`config.mk`:
```
export PLATFORM = sky130hd
export DESIGN_NAME = packet_generator
export DESIGN_NICKNAME = d
export VERILOG_FILES = /design/src/rtl/packet_generator.sv
export SDC_FILE = /design/constraint.sdc
export NUM_CORES = 1
export LEC_CHECK = 0
export BUFFER_PORTS_ARGS = -buffer_cell sky130_fd_sc_hd__buf_4
export CORE_AREA = 2 2 307 309
export CTS_BUF_LIST = sky130_fd_sc_hd__clkbuf_2 sky130_fd_sc_hd__clkbuf_4 sky130_fd_sc_hd__clkbuf_8
export DETAILED_ROUTE_END_ITERATION = 10
export DIE_AREA = 0 0 309 311
export GPL_ROUTABILITY_DRIVEN = 0
export PLACE_DENSITY = 0.48
export SYNTH_ARGS = -nofsm -noshare
export SYNTH_HDL_FRONTEND = slang
export SYNTH_SLANG_ARGS = --single-unit
```
`constraint.sdc`:
```
create_clock -name clk -period 5.2 [get_ports clk]
set_input_delay 1.04 -clock clk [delete_from_list [all_inputs] [get_ports clk]]
set_output_delay 1.04 -clock clk [all_outputs]
set_load 0.005 [all_outputs]
```
`src/rtl/packet_generator.sv`:
```
// Synthetic AXI-Stream packet source with run control, idle gaps and transmit counters.
// Define PKTGEN_PRBS_EN to replace the counter payload with a 32-bit Galois LFSR.
module packet_generator #(
  parameter int TDATA_WIDTH = 512,
  parameter int TKEEP_WIDTH = TDATA_WIDTH / 8
) (
  input  logic                   clk,
  input  logic                   aresetn,
  input  logic                   start,
  input  logic                   stop,
  input  logic [15:0]            cfg_packet_bytes,
  input  logic [31:0]            cfg_num_packets,
  input  logic [15:0]            cfg_gap_cycles,
  output logic [TDATA_WIDTH-1:0] out_stream_TDATA,
  output logic [TKEEP_WIDTH-1:0] out_stream_TKEEP,
  output logic                   out_stream_TVALID,
  input  logic                   out_stream_TREADY,
  output logic                   out_stream_TLAST,
  output logic                   busy,
  output logic                   done,
  output logic [63:0]            sent_flit_count,
  output logic [63:0]            sent_packet_count
);

  typedef enum logic [1:0] {ST_IDLE, ST_SEND, ST_GAP, ST_DONE} state_e;

  localparam logic [15:0] KEEP_W = 16'(TKEEP_WIDTH);

  state_e                 state_q, state_d;
  logic [31:0]            num_q, num_d;
  logic [15:0]            gap_q, gap_d;
  logic [15:0]            last_idx_q, last_idx_d;
  logic [15:0]            rem_q, rem_d;
  logic [15:0]            flit_idx_q, flit_idx_d;
  logic [31:0]            seq_q, seq_d;
  logic [15:0]            gap_cnt_q, gap_cnt_d;
  logic                   stop_req_q, stop_req_d;
  logic [63:0]            flit_cnt_q, flit_cnt_d;
  logic [63:0]            pkt_cnt_q, pkt_cnt_d;
  logic [TDATA_WIDTH-1:0] tdata_q, tdata_d;
  logic [TKEEP_WIDTH-1:0] tkeep_q, tkeep_d;
  logic                   tvalid_q, tvalid_d;
  logic                   tlast_q, tlast_d;
  logic                   busy_q, busy_d;
  logic                   done_q, done_d;
  logic                   launch, accept;

  assign launch = (state_q == ST_IDLE) && start && (cfg_packet_bytes != 16'd0);
  assign accept = (state_q == ST_SEND) && out_stream_TREADY;

  always_comb begin
    // NOTE: every signal gets a default before the case so no path can infer a latch.
    state_d    = state_q;
    num_d      = num_q;
    gap_d      = gap_q;
    last_idx_d = last_idx_q;
    rem_d      = rem_q;
    flit_idx_d = flit_idx_q;
    seq_d      = seq_q;
    gap_cnt_d  = gap_cnt_q;
    stop_req_d = stop_req_q;
    flit_cnt_d = flit_cnt_q;
    pkt_cnt_d  = pkt_cnt_q;
    case (state_q)
      ST_IDLE: begin
        if (launch) begin
          state_d    = ST_SEND;
          num_d      = cfg_num_packets;
          gap_d      = cfg_gap_cycles;
          last_idx_d = (cfg_packet_bytes - 16'd1) / KEEP_W;
          rem_d      = cfg_packet_bytes % KEEP_W;
          flit_idx_d = '0;
          seq_d      = '0;
          gap_cnt_d  = '0;
          stop_req_d = stop;
          flit_cnt_d = '0;
          pkt_cnt_d  = '0;
        end
      end
      ST_SEND: begin
        // A stop request is remembered so it ends the run at the next packet boundary.
        stop_req_d = stop_req_q | stop;
        if (accept) begin
          flit_cnt_d = flit_cnt_q + 64'd1;
          if (flit_idx_q == last_idx_q) begin
            pkt_cnt_d  = pkt_cnt_q + 64'd1;
            seq_d      = seq_q + 32'd1;
            flit_idx_d = '0;
            gap_cnt_d  = '0;
            if (((num_q != 32'd0) && (pkt_cnt_d == {32'd0, num_q})) || stop_req_d)
              state_d = ST_DONE;
            else if (gap_q != 16'd0)
              state_d = ST_GAP;
          end else begin
            flit_idx_d = flit_idx_q + 16'd1;
          end
        end
      end
      ST_GAP: begin
        stop_req_d = stop_req_q | stop;
        if (stop_req_d)
          state_d = ST_DONE;
        else if (gap_cnt_q == gap_q - 16'd1)
          state_d = ST_SEND;
        else
          gap_cnt_d = gap_cnt_q + 16'd1;
      end
      ST_DONE: begin
        state_d    = ST_IDLE;
        stop_req_d = 1'b0;
      end
      default: state_d = ST_IDLE;
    endcase
  end

`ifdef PKTGEN_PRBS_EN
  localparam int LANES32 = (TDATA_WIDTH + 31) / 32;
  logic [31:0]           lfsr_q, lfsr_d;
  logic [LANES32*32-1:0] payload_wide;

  always_comb begin
    lfsr_d = lfsr_q;
    if (launch)
      lfsr_d = 32'hFFFF_FFFF;
    else if (accept)
      lfsr_d = (lfsr_q >> 1) ^ (lfsr_q[0] ? 32'h8020_0003 : 32'h0);
    payload_wide = {LANES32{lfsr_d}};
  end

  always_ff @(posedge clk) begin
    if (!aresetn) lfsr_q <= '0;
    else          lfsr_q <= lfsr_d;
  end
`else
  localparam int LANES64 = (TDATA_WIDTH + 63) / 64;
  logic [LANES64*64-1:0] payload_wide;

  assign payload_wide = {LANES64{seq_d, 16'd0, flit_idx_d}};
`endif

  // Outputs are computed from next-state values so they can be registered without lag.
  always_comb begin
    tvalid_d = (state_d == ST_SEND);
    tlast_d  = tvalid_d && (flit_idx_d == last_idx_d);
    busy_d   = (state_d != ST_IDLE);
    done_d   = (state_d == ST_DONE);
    tdata_d  = payload_wide[TDATA_WIDTH-1:0];
    if (tlast_d && (rem_d != 16'd0))
      tkeep_d = ~({TKEEP_WIDTH{1'b1}} << rem_d);
    else
      tkeep_d = '1;
  end

  // NOTE: state uses non-blocking assignments; the reset here is synchronous to clk.
  always_ff @(posedge clk) begin
    if (!aresetn) begin
      state_q    <= ST_IDLE;
      num_q      <= '0;
      gap_q      <= '0;
      last_idx_q <= '0;
      rem_q      <= '0;
      flit_idx_q <= '0;
      seq_q      <= '0;
      gap_cnt_q  <= '0;
      stop_req_q <= 1'b0;
      flit_cnt_q <= '0;
      pkt_cnt_q  <= '0;
      tdata_q    <= '0;
      tkeep_q    <= '0;
      tvalid_q   <= 1'b0;
      tlast_q    <= 1'b0;
      busy_q     <= 1'b0;
      done_q     <= 1'b0;
    end else begin
      state_q    <= state_d;
      num_q      <= num_d;
      gap_q      <= gap_d;
      last_idx_q <= last_idx_d;
      rem_q      <= rem_d;
      flit_idx_q <= flit_idx_d;
      seq_q      <= seq_d;
      gap_cnt_q  <= gap_cnt_d;
      stop_req_q <= stop_req_d;
      flit_cnt_q <= flit_cnt_d;
      pkt_cnt_q  <= pkt_cnt_d;
      tdata_q    <= tdata_d;
      tkeep_q    <= tkeep_d;
      tvalid_q   <= tvalid_d;
      tlast_q    <= tlast_d;
      busy_q     <= busy_d;
      done_q     <= done_d;
    end
  end

  assign out_stream_TDATA  = tdata_q;
  assign out_stream_TKEEP  = tkeep_q;
  assign out_stream_TVALID = tvalid_q;
  assign out_stream_TLAST  = tlast_q;
  assign busy              = busy_q;
  assign done              = done_q;
  assign sent_flit_count   = flit_cnt_q;
  assign sent_packet_count = pkt_cnt_q;

endmodule

```
======== Word level (Yosys, flattened, before mapping) ========
Cells that the tools add are included.
operators by class
  add/sub/neg operators ................... 7
  eq/ne operators ......................... 14
  shifts and indexed selects .............. 1
  multiplexer cells ....................... 35
  bitwise gates (word level) .............. 2
  reduce and logical (&&, ||, !) cells .... 20
operators with widths
  operator                  count
  $mux W64                  5
  $pmux W64 S2              2
  $mux W16                  12
  $add A64 B1 Y64 const B   2
  $mux W32                  3
  $eq A64 B32 Y1            1
  $not A64 Y64              1
  $pmux W32 S2              1
  $shl A64 B16 Y64 const A  1
  $eq A16 B16 Y1            3
  $pmux W16 S3              1
  $reduce_bool A16 Y1       3
  $add A16 B1 Y16 const B   2
  $add A32 B1 Y32 const B   1
  $pmux W16 S2              1
  $reduce_bool A32 Y1       1
  $sub A16 B1 Y16 const B   2
  $mux W2                   7
  $ne A2 B2 Y1 const B      4
  $pmux W2 S4               1
  $eq A2 B2 Y1 const B      3
  $logic_and A1 B1 Y1       6
  $reduce_and A6 Y1         1
  $eq A2 B1 Y1 const B      2
  12 further kinds          13
storage, ports and cells
  register bits after elaboration ......... 855
  input port bits ......................... 69
  output and inout port bits .............. 708
  logic and storage cells ................. 97

======== Longest topological paths before layout ========
  depth in word-level cells ............... 12
  gate-level depth with buffers ........... 16

======== Worst setup path before layout ========
Ideal clock, no wire load.
  path kind ............................... in2reg
  start point ............................. input port cfg_packet_bytes[0]
  end point ............................... register tkeep_q[17], in the netlist out_stream_TKEEP[17]
  setup time .............................. 0.153 ns
  data arrival time ....................... 4.102 ns
  slack ................................... 0.945 ns
  cell stages on the path ................. 12
  cell sequence ........................... nor4_2 nand4_1 o21ai_1 a21oi_1 mux2_2 xor2_1 or4_1 nor4_1 o211a_1 buf_6 buf_6 a41oi_2
between the ends
  word-level cells in the longest chain between the ends .. 8
  elaborated cells between the ends (all ways) .. 19
ends and longest elaborated chain
  what                                                     RTL line  RTL
  from (decl)                                              11        input logic [15:0] cfg_packet_bytes,
  branches (longest 7 deep; another with $sub A16 B1 Y16)  -
  $mux W64 *                                               148       if (tlast_d && (rem_d != 16'd0))
  to (signal assigned)                                     187       tkeep_q <= tkeep_d;
  to (decl)                                                41        logic [TKEEP_WIDTH-1:0] tkeep_q, tkeep_d;
Mark *: on every way between the ends.
A chain may end at the register's enable or synchronous reset.

======== Worst setup path after layout ========
  start point ............................. input port cfg_packet_bytes[6]
  end point ............................... register tkeep_q[32], in the netlist out_stream_TKEEP[32]
Same word-level chain as after synthesis.

==> metrics.md <==
| Metric | Value |
|---|---|
| Most used DFF post-synth | dfxtp_1 |
| Post-cts resize count | 0 |
| Fillers | 10,200 |
| YS warnings | 0 |
| Placed Cells | 4,285 |
| Fin worst setup slack | between 0.4 and 0.5 ns |
| WP data arrival | roughly 5.3 ns |
| Seq cells post-synth | 343 |
| Worst-Margin Slew | 1.044 ns |
| Final Instance Count excl. Fillers | 4,416 |
| Largest net degree at the start of global routing | 143 |
| Area growth from synthesis to layout | 24.85% |
| GRT Overall Usage | 16.84% |
| Post-synth cell types | 80 |
| Cts bufs inserted | 71 |
| Top delay family on crit path | simple AND/OR/NAND/NOR gates |
| Final hold vios | 0 |
| Hold Slack | 0.4805 ns |
| Status | finished clean |
| Drt pass-1 iters | 5 |
| Final period utilization | roughly nine tenths |
| Multi-input gate area | between 10,000 and 15,000 um^2 |
| Slowest cell on the critical path | nor4_1 |
| Clock Pin Slew Worst Setup and Hold Paths | 0.05 ns |
| CP max stage delay | 0.80 ns |
| Fin. max-slew vios | 0 |
| # nets final | 3,185 |
| Chip Height | between 300 and 400 um |
| Crit path buf inv count | 5 |
| Final setup viols | 0 |
| Max-cap violations | 0 |
| Crit-path most repeated cell | buf_4 |
| Die span in x | 309 um |
| Seq/Total Area, Yosys | 31.80% |
| CTS max path bufs | 3 |
| Sequential cell area | 6867 um^2 |
| Setup tns final | 0 ns |
| Vias per cell | ~4.6 |
| Layout Skew | 0.03987 ns |
| ANT nets after route | 0 |
| Latest clock arrival within the worst-skew pair | 0.67 ns |
| Leak | 11.16 nW |
| Worst endpoint required time | 5.68 ns |
| Worst slew margin | approximately 30% |
| Final wirelength | 85,460 um |
| Gr ovfl total | 0 |
| First-pass GRT wire length | roughly 120,000 um |
| Worst Setup End Kind | flop |
| Unrepaired setup endpoints after global routing | no |
| CTS tree | yes |
| PD cells | 360.0 nW/um^2 |
| Top-area cell type share of the netlist area | 31.80% |
| Synth area leader | dfxtp_1 |
| Number of port buffers | 648 |
| CP Launch Type | primary input |
| DRT iter0 DRCs | 1,205 |
| F_max | 0.2093 GHz |
| Die ar. | 96,100 um^2 |
| Dpl ws | -0.3777 ns |
| Cells along the critical path | buf_4 > nor4_1 > nand4_1 > buf_4 > or3_1 > xnor2_1 > mux2i_1 > xnor2_1 > or4_1 > nor4_1 > buf_4 > o211a_2 > buf_12 > buf_12 > a41oi_2 |
| Max IR drop VDD | between 0.15 and 0.2 mV |
| Number of synthesized flops with an enable pin | 0 |
| Mapped Area | between 20,000 and 25,000 um^2 |
| Post-layout util | 29.06% |
| Clock sinks | 343 |
| Main area contributors after synthesis | dfxtp_1, buf_4, nand2_1 |
| CTS hold repair buffers | 0 |
| DR WL/cell | 19.35 um |
| Via count | around 20,000 |
| Crit path time final | between 4 and 5 ns |
| CORE AREA | 92,770 um^2 |
| Crit Path Class | primary input to flop |
| Async S/R FF share, synth | 0% |
| Worst Path Max Fanout | 22 |
| Share of cells above drive strength 1 | 29.70% |
| Final routed DRC violation total | 0 |
| Initial antenna violation count | 6 |
| Vias in the first global route | 18,830 |
| Min-Delay Path Class | flop to flop |
| Starting Density | approximately a quarter |
| Post-synth top cells | buf_4, dfxtp_1, nand2_1, nor2_1, a21oi_1 |
| Clk root buf | clkbuf_8 |
| Mapped Cells | 2,775 |
| Row count | 112 |
| Io pins | 777 |
| Detailed placement HPWL | 63,690 um |
| Setup Buffers After CTS | 0 |
| Avg Cell Area, Syn | 7.781 um^2 |
| Top-count cell post-synth | buf_4 |
| H-tree depth | 3 |
stage by stage:
stage | cell area, um^2 | total power, mW
after floorplan | 22070 | 5.093
after global placement | 25300 | 6.462
after detailed placement | 25300 | 6.436
after CTS | 26950 | 9.882
after global routing | 26950 | 10.30
final | 26960 | 9.705
registers in the layout, indices dropped and copies added, names as in the netlist, named ones only:
signal,flops
busy,1
done,1
flit_idx_q,15
gap_cnt_q,16
gap_q,16
last_idx_q,16
num_q,32
out_stream_TDATA,1
out_stream_TKEEP,64
out_stream_TLAST,1
out_stream_TVALID,1
rem_q,16
sent_flit_count,64
sent_packet_count,64
state_q,2
stop_req_q,1
power by group:
group | switching [mW] | leakage, nW | internal (mW) | total, mW
Clock | 1.34 | 0.870 | 2.01 | 3.35
Combinational | 2.26 | 7.49 | 1.11 | 3.37
Sequential | 0.188 | 2.80 | 2.80 | 2.99
Total | 3.79 | 11.2 | 5.92 | 9.70
worst register-to-register path, cell delays in order (launching register included):
cell and delay [ns]:
dfxtp_1 0.36, inv_1 0.10, ha_1 0.17, nor3b_1 0.68, o2111ai_1 0.22, a211oi_1 0.25, nand4_1 0.25, nor3_1 0.31
nor4_1 0.13, or4_1 0.57, nor4_1 0.60, buf_4 0.21, o211a_2 0.20, buf_12 0.14, buf_12 0.17, a41oi_2 0.11
layer usage:
metal / track usage [%] / vias to the layer above / part of all wire, %
li1: - / 9755 / -
met1: 19.93 / 9449 / 40
met2: 29.44 / 797 / 50
met3: 4.155 / 121 / 7.1
met4: 5.671 / 2 / 2.9
met5: 0 / - / 0.015
cell families after synthesis:
kind of cell | synth area share [%]
mux | 0.8575
other cells | 0.01737
flops | 31.80
buf+inv | 19.76
simple gates | 24.14
xor+xnor | 7.405
fa+ha+maj | 0.6953
compound gates | 15.33
layout by cell type, fill, tap and decap left out, types with 12 or more instances in the layout:
cell type / instances
mux2i_1: 13
xnor2_1: 110
nor3_1: 88
nand2_1: 332
a211oi_1: 14
or4_1: 22
and4_1: 18
nand3_1: 66
o21ai_0: 88
a41oi_1: 14
o21a_1: 15
a21boi_0: 13
and2_1: 21
a41oi_2: 21
dfxtp_1: 343
nor2_1: 230
a31oi_1: 45
inv_1: 32
or3_1: 51
nor4_1: 46
nand4_1: 70
clkbuf_4: 18
and3_1: 54
conb_1: 128
o31ai_1: 12
a21oi_1: 200
clkbuf_8: 91
xor2_1: 70
nor2b_1: 17
buf_4: 737
final timing paths:
check	start	to	slack [ns]	depth (start not counted)
min	rem_q[7]	rem_q[7]	0.48	1
min reg2reg	rem_q[7]	rem_q[7]	0.48	1
max reg2reg	gap_q[0]	out_stream_TKEEP[32]	0.60	15
max	cfg_packet_bytes[6]	out_stream_TKEEP[32]	0.42	15
area by class of cell:
class	count	area share, %
clock inverter	18	0.9793
tap	1254	5.820
inverter	34	0.5013
sequential	343	25.47
antenna	4	0.03713
multi-input combinational	1908	40.85
clock buffer	109	5.147
timing repair buffer	746	21.19
No activity file was read; power rests on OpenSTA's default activity.
